## config.mk

```make
export PLATFORM = sky130hd
export DESIGN_NAME = riscv_fetch_unit
export DESIGN_NICKNAME = d
export VERILOG_FILES = /design/src/rtl/riscv_pkg.sv /design/src/rtl/fetch_queue.sv /design/src/rtl/riscv_fetch_unit.sv
export SDC_FILE = /design/constraint.sdc
export NUM_CORES = 1
export LEC_CHECK = 0
export BUFFER_PORTS_ARGS = -buffer_cell sky130_fd_sc_hd__buf_2
export CAP_MARGIN = 30
export CORE_MARGIN = 2
export CORE_UTILIZATION = 40
export CTS_BUF_LIST = sky130_fd_sc_hd__clkbuf_16
export DETAILED_ROUTE_END_ITERATION = 7
export SLEW_MARGIN = 20
export SYNTH_ARGS = -nofsm -noshare
export SYNTH_HDL_FRONTEND = slang
export SYNTH_HIERARCHICAL = 1
export SYNTH_SLANG_ARGS = --single-unit
```

## constraint.sdc

```tcl
create_clock -name i_clk -period 8.8 [get_ports i_clk]
set_clock_uncertainty 0.1 [all_clocks]
set_input_delay 0.88 -clock i_clk [delete_from_list [all_inputs] [get_ports i_clk]]
set_output_delay 0.88 -clock i_clk [all_outputs]
set_load 0.02 [all_outputs]
```

## src/rtl/riscv_pkg.sv

```systemverilog
// Shared constants and types for the RISC-V front end.
package riscv_pkg;

    localparam logic [31:0] RV_NOP           = 32'h0000_0013;
    localparam logic [31:0] RESET_PC_DEFAULT = 32'h0040_0000;

    typedef enum logic [1:0] {
        StReq,
        StWait,
        StHold
    } fetch_state_e;

endpackage

```

## src/rtl/fetch_queue.sv

```systemverilog
// Synchronous FIFO with flush; head is presented combinationally on rdata.
module fetch_queue #(
    parameter int unsigned WIDTH = 64,
    parameter int unsigned DEPTH = 2
) (
    input  logic                     clk,
    input  logic                     rst,
    input  logic                     flush,
    input  logic                     push,
    input  logic [WIDTH-1:0]         wdata,
    input  logic                     pop,
    output logic [WIDTH-1:0]         rdata,
    output logic [$clog2(DEPTH):0]   count,
    output logic                     empty
);

    localparam int unsigned AW = $clog2(DEPTH);

    logic [WIDTH-1:0] mem [DEPTH];
    logic [AW-1:0]    rd_ptr;
    logic [AW-1:0]    wr_ptr;

    always_ff @(posedge clk) begin
        if (rst || flush) begin
            rd_ptr <= '0;
            wr_ptr <= '0;
            count  <= '0;
        end else begin
            if (push) begin
                wr_ptr <= wr_ptr + AW'(1);
            end
            if (pop) begin
                rd_ptr <= rd_ptr + AW'(1);
            end
            if (push && !pop) begin
                count <= count + (AW + 1)'(1);
            end else if (pop && !push) begin
                count <= count - (AW + 1)'(1);
            end
        end
    end

    always_ff @(posedge clk) begin
        if (push && !flush && !rst) begin
            mem[wr_ptr] <= wdata;
        end
    end

    always_comb begin
        rdata = mem[rd_ptr];
        empty = (count == '0);
    end

endmodule

```

## src/rtl/riscv_fetch_unit.sv

```systemverilog
// IF stage: owns the PC, drives the imem req/gnt/rvalid handshake and feeds IF/ID from a queue.
module riscv_fetch_unit
    import riscv_pkg::*;
#(
    parameter int unsigned         XLEN     = 32,
    parameter logic [XLEN-1:0]     RESET_PC = XLEN'(RESET_PC_DEFAULT),
    parameter int unsigned         QDEPTH   = 2
) (
    input  logic            i_clk,
    input  logic            i_rst,
    output logic            o_imem_req,
    output logic [XLEN-1:0] o_imem_addr,
    input  logic            i_imem_gnt,
    input  logic            i_imem_rvalid,
    input  logic [31:0]     i_imem_rdata,
    input  logic            i_redirect,
    input  logic [XLEN-1:0] i_redirect_pc,
    input  logic            i_stall,
    output logic            o_if_valid,
    output logic [31:0]     o_if_instr,
    output logic [XLEN-1:0] o_if_pc,
    output logic [XLEN-1:0] o_if_pc4
);

    localparam int unsigned CW = $clog2(QDEPTH) + 1;

    fetch_state_e     state;
    logic [XLEN-1:0]  pc;
    logic [XLEN-1:0]  req_pc;
    logic             discard;

    logic [XLEN+31:0] q_wdata;
    logic [XLEN+31:0] q_rdata;
    logic [CW-1:0]    q_count;
    logic             q_empty;
    logic             push;
    logic             pop;
    logic             resp;
    logic             granted;
    logic [CW-1:0]    count_after;
    logic             space_after;

    fetch_queue #(
        .WIDTH (XLEN + 32),
        .DEPTH (QDEPTH)
    ) u_queue (
        .clk   (i_clk),
        .rst   (i_rst),
        .flush (i_redirect),
        .push  (push),
        .wdata (q_wdata),
        .pop   (pop),
        .rdata (q_rdata),
        .count (q_count),
        .empty (q_empty)
    );

    always_comb begin
        o_if_valid  = !q_empty;
        pop         = o_if_valid && !i_stall;
        resp        = (state == StWait) && i_imem_rvalid;
        push        = resp && !discard && !i_redirect;
        // Occupancy once this cycle's pop and push have landed.
        count_after = q_count - CW'(pop) + CW'(push);
        space_after = count_after < CW'(QDEPTH);
        o_imem_req  = (state == StReq) || (resp && space_after && !i_redirect);
        o_imem_addr = pc;
        granted     = o_imem_req && i_imem_gnt;
        q_wdata     = {req_pc, i_imem_rdata};
        o_if_instr  = o_if_valid ? q_rdata[31:0] : RV_NOP;
        o_if_pc     = q_rdata[XLEN+31:32];
        o_if_pc4    = o_if_pc + XLEN'(4);
    end

    always_ff @(posedge i_clk) begin
        if (i_rst) begin
            state   <= StReq;
            pc      <= RESET_PC;
            req_pc  <= RESET_PC;
            discard <= 1'b0;
        end else if (i_redirect) begin
            pc <= {i_redirect_pc[XLEN-1:2], 2'b00};
            // A request still in flight must have its response thrown away.
            if ((state == StWait && !i_imem_rvalid) || granted) begin
                discard <= 1'b1;
                state   <= StWait;
            end else begin
                discard <= 1'b0;
                state   <= StReq;
            end
        end else begin
            if (granted) begin
                req_pc <= pc;
                pc     <= pc + XLEN'(4);
            end
            unique case (state)
                StReq: begin
                    if (granted) begin
                        state <= StWait;
                    end
                end
                StWait: begin
                    if (i_imem_rvalid) begin
                        discard <= 1'b0;
                        if (granted) begin
                            state <= StWait;
                        end else if (space_after) begin
                            state <= StReq;
                        end else begin
                            state <= StHold;
                        end
                    end
                end
                StHold: begin
                    if (pop) begin
                        state <= StReq;
                    end
                end
                default: state <= StReq;
            endcase
        end
    end

endmodule

```

---- Yosys cells after proc, flatten, opt, wreduce, memory -nomap -nowiden ----
Memory sizes are Yosys's and may differ from the RTL's. A register that Yosys moved wholly into a read port is not among the register bits.
Index checks and enable logic that the tools add are counted.
operators by class
  multiplexer cells ....................... 21
  equal/unequal tests ..................... 5
  add/sub/neg operators ................... 8
  bitwise operators ....................... 1
  magnitude comparators ................... 1
  reductions and logical operators ........ 33
operators by type and width
  operator                 count
  $mux W32                 3
  $add A32 B3 Y32 const B  2
  $mux W2                  8
  $logic_and A1 B1 Y1      12
  $mux W1                  9
  $logic_not A1 Y1         8
  $reduce_bool A2 Y1       4
  $ne A3 B3 Y1 const B     2
  $pmux W2 S3              1
  $logic_not A2 Y1         2
  $reduce_and A2 Y1        2
  $logic_or A1 B1 Y1       3
  $ne A3 B2 Y1 const B     1
  $reduce_and A3 Y1        1
  $add A1 B1 Y1 const B    2
  $add A2 B1 Y2            1
  $add A2 B1 Y2 const B    1
  $eq A2 B1 Y1 const B     1
  $eq A2 B2 Y1 const B     1
  $lt A2 B2 Y1 const B     1
  $reduce_or A2 Y1         1
  $sub A2 B1 Y2            1
  $sub A2 B1 Y2 const B    1
  $not A1 Y1               1
word-level totals
  output and inout port bits .............. 130
  register bits after elaboration ......... 71
  bits of input ports ..................... 70
  word-level logic and storage cells ...... 78
  memories ................................ 1
  bits in writable memories ............... 128
memories
  name         depth  width  read ports  clocked after memory_dff  write ports  RTL line           text
  u_queue.mem  2      64     1           1                         1            fetch_queue.sv:19  logic [WIDTH-1:0] mem [DEPTH];

---- Logic depth before layout (Yosys ltp) ----
  word-level depth ........................ 14
  gate-level depth with buffers ........... 11
  mapped depth without buffers ............ 9

---- Cells and area by module ----
Netlist, hierarchy kept.
modules (own cells, without submodules)
  module            instances  cells an instance  area each (um^2)
  fetch_queue       1          222                4,850.9
  riscv_fetch_unit  1          492                4,013.8

---- Worst setup path after synthesis ----
Ideal clock, no wire load.
  kind .................................... input to register
  start point ............................. input port i_redirect
  end point ............................... memory u_queue.mem[0][0] (enable)
  stages .................................. 6
  setup time .............................. 0.487 ns
  buffers on the path ..................... 2
  arrival time ............................ 4.467 ns
  path slack .............................. 3.746 ns
  cell sequence ........................... clkbuf_1 clkbuf_1 or3_1 inv_1 nand2_1 nor2_1
on the way
  longest elaborated chain between the ends .. 6
RTL lines
  what                               RTL line                text
  start: declaration                 riscv_fetch_unit.sv:16  input logic i_redirect,
  $logic_not A1 Y1                   riscv_fetch_unit.sv:62  push = resp && !discard && !i_redirect;
  $logic_and A1 B1 Y1                riscv_fetch_unit.sv:62
  net push                           riscv_fetch_unit.sv:36  logic push;
  $logic_and A1 B1 Y1 (2 in series)  fetch_queue.sv:44       if (push && !flush && !rst) begin
  $mux W1                            fetch_queue.sv:44
  $mux W1 (implied by the code)      fetch_queue.sv:45       mem[wr_ptr] <= wdata;
  end: declaration                   fetch_queue.sv:19
The timed path passes the listed nets, and every way through them passes these cells.

---- Final worst setup path ----
  start point ............................. register state[0]
  end point ............................... output port o_imem_req
on the way
  longest elaborated chain between the ends .. 9
RTL lines
  what                               RTL line                text
  start: declaration                 riscv_fetch_unit.sv:27  fetch_state_e state;
  start signal: assignment           riscv_fetch_unit.sv:77  state <= StReq;
  start signal: assignment           riscv_fetch_unit.sv:86  state <= StWait;
  start signal: assignment           riscv_fetch_unit.sv:89  state <= StReq;
  $eq A2 B1 Y1                       riscv_fetch_unit.sv:61  resp = (state == StWait) && i_imem_rvalid;
  $logic_and A1 B1 Y1                riscv_fetch_unit.sv:61
  $logic_and A1 B1 Y1 (2 in series)  riscv_fetch_unit.sv:62
  $add A2 B1 Y2                      riscv_fetch_unit.sv:64  count_after = q_count - CW'(pop) + CW'(push);
  $lt A2 B2 Y1                       riscv_fetch_unit.sv:65  space_after = count_after < CW'(QDEPTH);
  $logic_and A1 B1 Y1 (2 in series)  riscv_fetch_unit.sv:66  o_imem_req = (state == StReq) || (resp && space_after && !i_redirect);
  $logic_or A1 B1 Y1 *               riscv_fetch_unit.sv:66
  end: declaration                   riscv_fetch_unit.sv:11  output logic o_imem_req,
Mark *: on every way between the ends. The rest lies on a longest branch, timed or not.

==> results <==
- The flow ran to the end, and the final reports show no timing, DRC or antenna violations.
- After synthesis, flip-flops and latches occupy 58.72% of the total area.
- In the synthesized netlist, the cells that appear most often are edfxtp_1 (128), dfxtp_1 (68), mux2_2 (64).
- Clock latency on the worst-skew pair, taken at its later pin, is 0.43 ns.
- The total number of placement rows is 54.
- The HPWL after detailed placement is 13850 um.
- The boundary pin count is 200.
- The minimum clock period after layout is 4.533 ns.
- The number of cells in the finished layout apart from fillers is 1197.
- The leakage power figure is 4.083 nW.
- For the worst setup path, the data arrival time is 3.55 ns.
- Setup repair after global routing left no endpoint under its margin.
- The top cell type by total area after synthesis is edfxtp_1.
- The clock passes through at most 2 buffers.
- The combinational group share of total power is 6.8%.
- The power share of the sequential group is 52.6%.
- The total negative slack is 0 ns.
- The flip-flop and latch count after synthesis is 196.
- The top achievable clock speed is 220.6 MHz.
- Once the clock tree was built, the resizer swapped 0 gates to a different size.
- The cell area after technology mapping is 0.008865 mm2.
- The maximum number of pins on one net before global-route repair is 73.
- TritonCTS built the clock tree.
- The number of violations reported at the end of detailed-routing iteration 0 is 298.
- In the synthesized netlist, the number of instances is 714.
- The classification of the worst-slack hold path is flop to flop.
- The wire length reported by the detailed router is 20340 um.
- The diode insertion count for antenna repair is 0.
- The tool flagged a number of max-cap violations equal to 0.
- The number of placed instances, taps included is 1165.
- The clock network fraction of total power is 40.6%.
- The number of detailed-routing iterations run before antenna repair is 4.
- In the routed layout, each cell is associated on average with a via count of 5.174.
- The overall die height is 152.9 um.
- CTS built an H-tree with a depth of 4.
- The number of buffers added by the clock tree synthesis step is 17.
- The maximum vdd drop is 0.1325 mV.
- The internal power of the cells totals 1.456 mW.
- The clock tree root buffer cell is clkbuf_16.
- Of all nets on the critical path, the largest fanout is 20.
- After clock tree synthesis, the clock-pin slew on the worst setup and hold paths is 0.08 ns.
- Across all layers, the routed design uses 6193 vias.
- In this run the standard cell core region covers 0.02176 mm2.
- The area added between synthesis and finish is 20.51%.
- The required time at the worst-slack endpoint is 7.82 ns.
- The setup path with the least slack is of type flop to primary output.
- Final hold analysis gives a worst-case slack of 0.3605 ns.
- For this run the aggregate overflow at the end of global routing stands at 0.
- The total track usage is 17.41%.
- The area enclosed by the die boundary is 0.02337 mm2.
- At the pin with the least slew margin, the transition time is 0.9220 ns.
- Of the cells placed in the final design, the portion with a size suffix greater than 1 is 35.01%.
- The final layout contains 978 nets.
- Clock tree synthesis found a total of 196 sinks.
- The residual antenna-violating net count after detailed routing is 0.
- In this design, the stage delay of the slowest critical-path cell is 0.87 ns.
- Measured along the x axis, the die boundary spans 152.9 um.
- Dividing the synthesized area by the synthesized cell count gives 12.42 um2.
- In the post-synthesis netlist, the cell with the most instances is edfxtp_1.
- For this run, asynchronously set or reset flops after synthesis account for 0%.
- The kind of start point of the critical path is a flop.
- The Yosys warning count is 6.
- The final setup violation count is 0.
- For this design, the slowest cell found on the critical path is dfxtp_1.
- Of the total power, the share spent switching nets is 24.80%.
- The net switching power is 480.1 uW.
- The number of buffers inserted to repair setup after CTS is 0.
- The final cycle utilization of the critical path is 51.51%.
- In the synthesized netlist the dominant register cell turns out to be edfxtp_1.
- The via count of the first global-routing pass is 5762.
- The worst-case headroom to the max-slew limit is 38.54%.
- After synthesis, the cell types taking the most area are edfxtp_1 (43%), dfxtp_1 (15%), mux2_2 (8.1%).
- In this run, synthesis inferred 128 flip-flops with an integrated enable.
- The final count of pins violating max slew is 0.
- The routed wirelength normalized by instance count is 16.99 um.
- Buffers placed on the I/O ports in this run total 195.
- The effective utilization at floorplan is 40.75%.
- The first global-routing pass estimated 32360 um of wire.
- The portion of synthesized cell area occupied by the leading cell type is 43.36%.
- The number of distinct library cells after synthesis is 59.
- The final number of hold-violating endpoints came to 0.
- In the routed design, unresolved DRC markers number 0.
- Routability-driven placement finished with a final weighted congestion of 0.8899.
- For this design the ratio of total power to cell area is 181.2 mW/mm2.
- The initial antenna violation count is 0.
- Walking the worst path, the cells encountered are nor2b_1 > nand2_1 > or3_1 > ha_1 > xor2_1 > nand3_1 > a31oi_1 > buf_2.
- The worst setup path is captured at a primary output.
- The number of buffers inserted for hold repair after clock tree synthesis is 0.
## power groups by stage
stage | Clock, mW | Combinational (mW) | Sequential (mW)
global placement | 0 | 0.131 | 1.04
CTS | 0.811 | 0.133 | 1.02
detailed placement | 0 | 0.133 | 1.04
floorplan | 0 | 0.0765 | 1.04
global route | 0.849 | 0.145 | 1.02
finish | 0.785 | 0.132 | 1.02
## cells by family (layout without fill, tap and decap cells)
logic type	Yosys count	after routing	synth area share, %
muxes	97	97	11.86
AOI/OAI and AO/OA	77	77	6.704
adders and majority gates	4	4	0.5646
DFF	196	196	58.72
and+or+nand+nor	239	239	14.52
xor gates and xnor gates	44	44	4.347
buffers and inverters	56	254	3.246
other	1	6	0.04230
## layout by cell type, fill, tap and decap left out, types with 4 or more instances in the layout
master,netlist,routed
inv_1,18,18
nor2b_1,38,38
nor3_1,21,21
inv_6,0,5
nand4_1,17,17
a31oi_1,7,7
clkbuf_16,0,17
or2_2,5,5
conb_1,1,6
o21bai_1,5,5
a311oi_1,9,9
xor2_1,14,14
a21oi_1,12,12
o31a_1,4,4
ha_1,4,4
mux2i_1,33,33
or3_1,6,6
and3_1,8,7
o21ai_0,6,6
nor2_1,58,56
nand2b_1,5,5
and4_1,8,8
buf_2,5,196
mux2_2,64,64
nor4_1,6,6
nand3_1,24,24
xnor2_1,30,30
a211oi_1,11,11
edfxtp_1,128,128
buf_4,5,8
inv_8,0,5
dfxtp_1,68,67
nand2_1,25,25
## per-stage QoR
step	power, mW	instance area, um2	util (%)	setup slack [ns]
global route	2.016	10680	49.10	4.037
detailed placement	1.173	10080	46.33	4.555
floorplan	1.117	8884	-	3.746
CTS	1.963	10680	49.10	4.277
global placement	1.170	10070	46.30	4.483
finish	1.936	10680	49.10	4.267
## registers in the layout, summed over array words and instances, names as in the netlist, named ones only
register / flops
discard: 1
o_imem_addr: 30
req_pc: 30
state: 2
u_queue/count: 2
u_queue/mem: 128
u_queue/rd_ptr: 1
u_queue/wr_ptr: 1
## worst max-delay path, delay by kind of cell, from the launching register on
kind,cells,cell delay [ns]
and+or+nand+nor,4,1.16
xor gates and xnor gates,1,0.30
buffers and inverters,1,0.20
AOI/OAI and AO/OA,1,0.32
adders and majority gates,1,0.25
DFF,1,0.87
## final timing paths
path	startpoint	end	slack (ns)	depth (start not counted)
setup reg to reg	state[0]$_SDFFE_PP0P_	req_pc[22]$_SDFFE_PP1P_	4.88	10
setup / recovery	state[0]$_SDFFE_PP0P_	o_imem_req	4.27	8
hold reg to reg	req_pc[22]$_SDFFE_PP1P_	u_queue/mem[1][54]$_DFFE_PP_	0.36	0
hold / removal	req_pc[22]$_SDFFE_PP1P_	u_queue/mem[1][54]$_DFFE_PP_	0.36	0
## cell type report
| type | count | area (um2) |
|---|---|---|
| fillers | 2017 | 11070 |
| flip-flops and latches | 196 | 5206 |
| multi-input cells | 467 | 3413 |
| repair buffers | 204 | 1041 |
| clock buffers | 17 | 425.4 |
| well taps | 280 | 350.3 |
| clock inverters | 15 | 178.9 |
| inverters | 18 | 67.56 |
## per-layer routing
layer  global-route usage, %  wire, um  up-vias
li1                        -         -     3031
met5                       0         0        -
met4                   5.203       291        0
met3                   3.657      1171       22
met2                   26.78      8958      231
met1                   24.92      9917     2909
(Power assumes the default switching activity.)
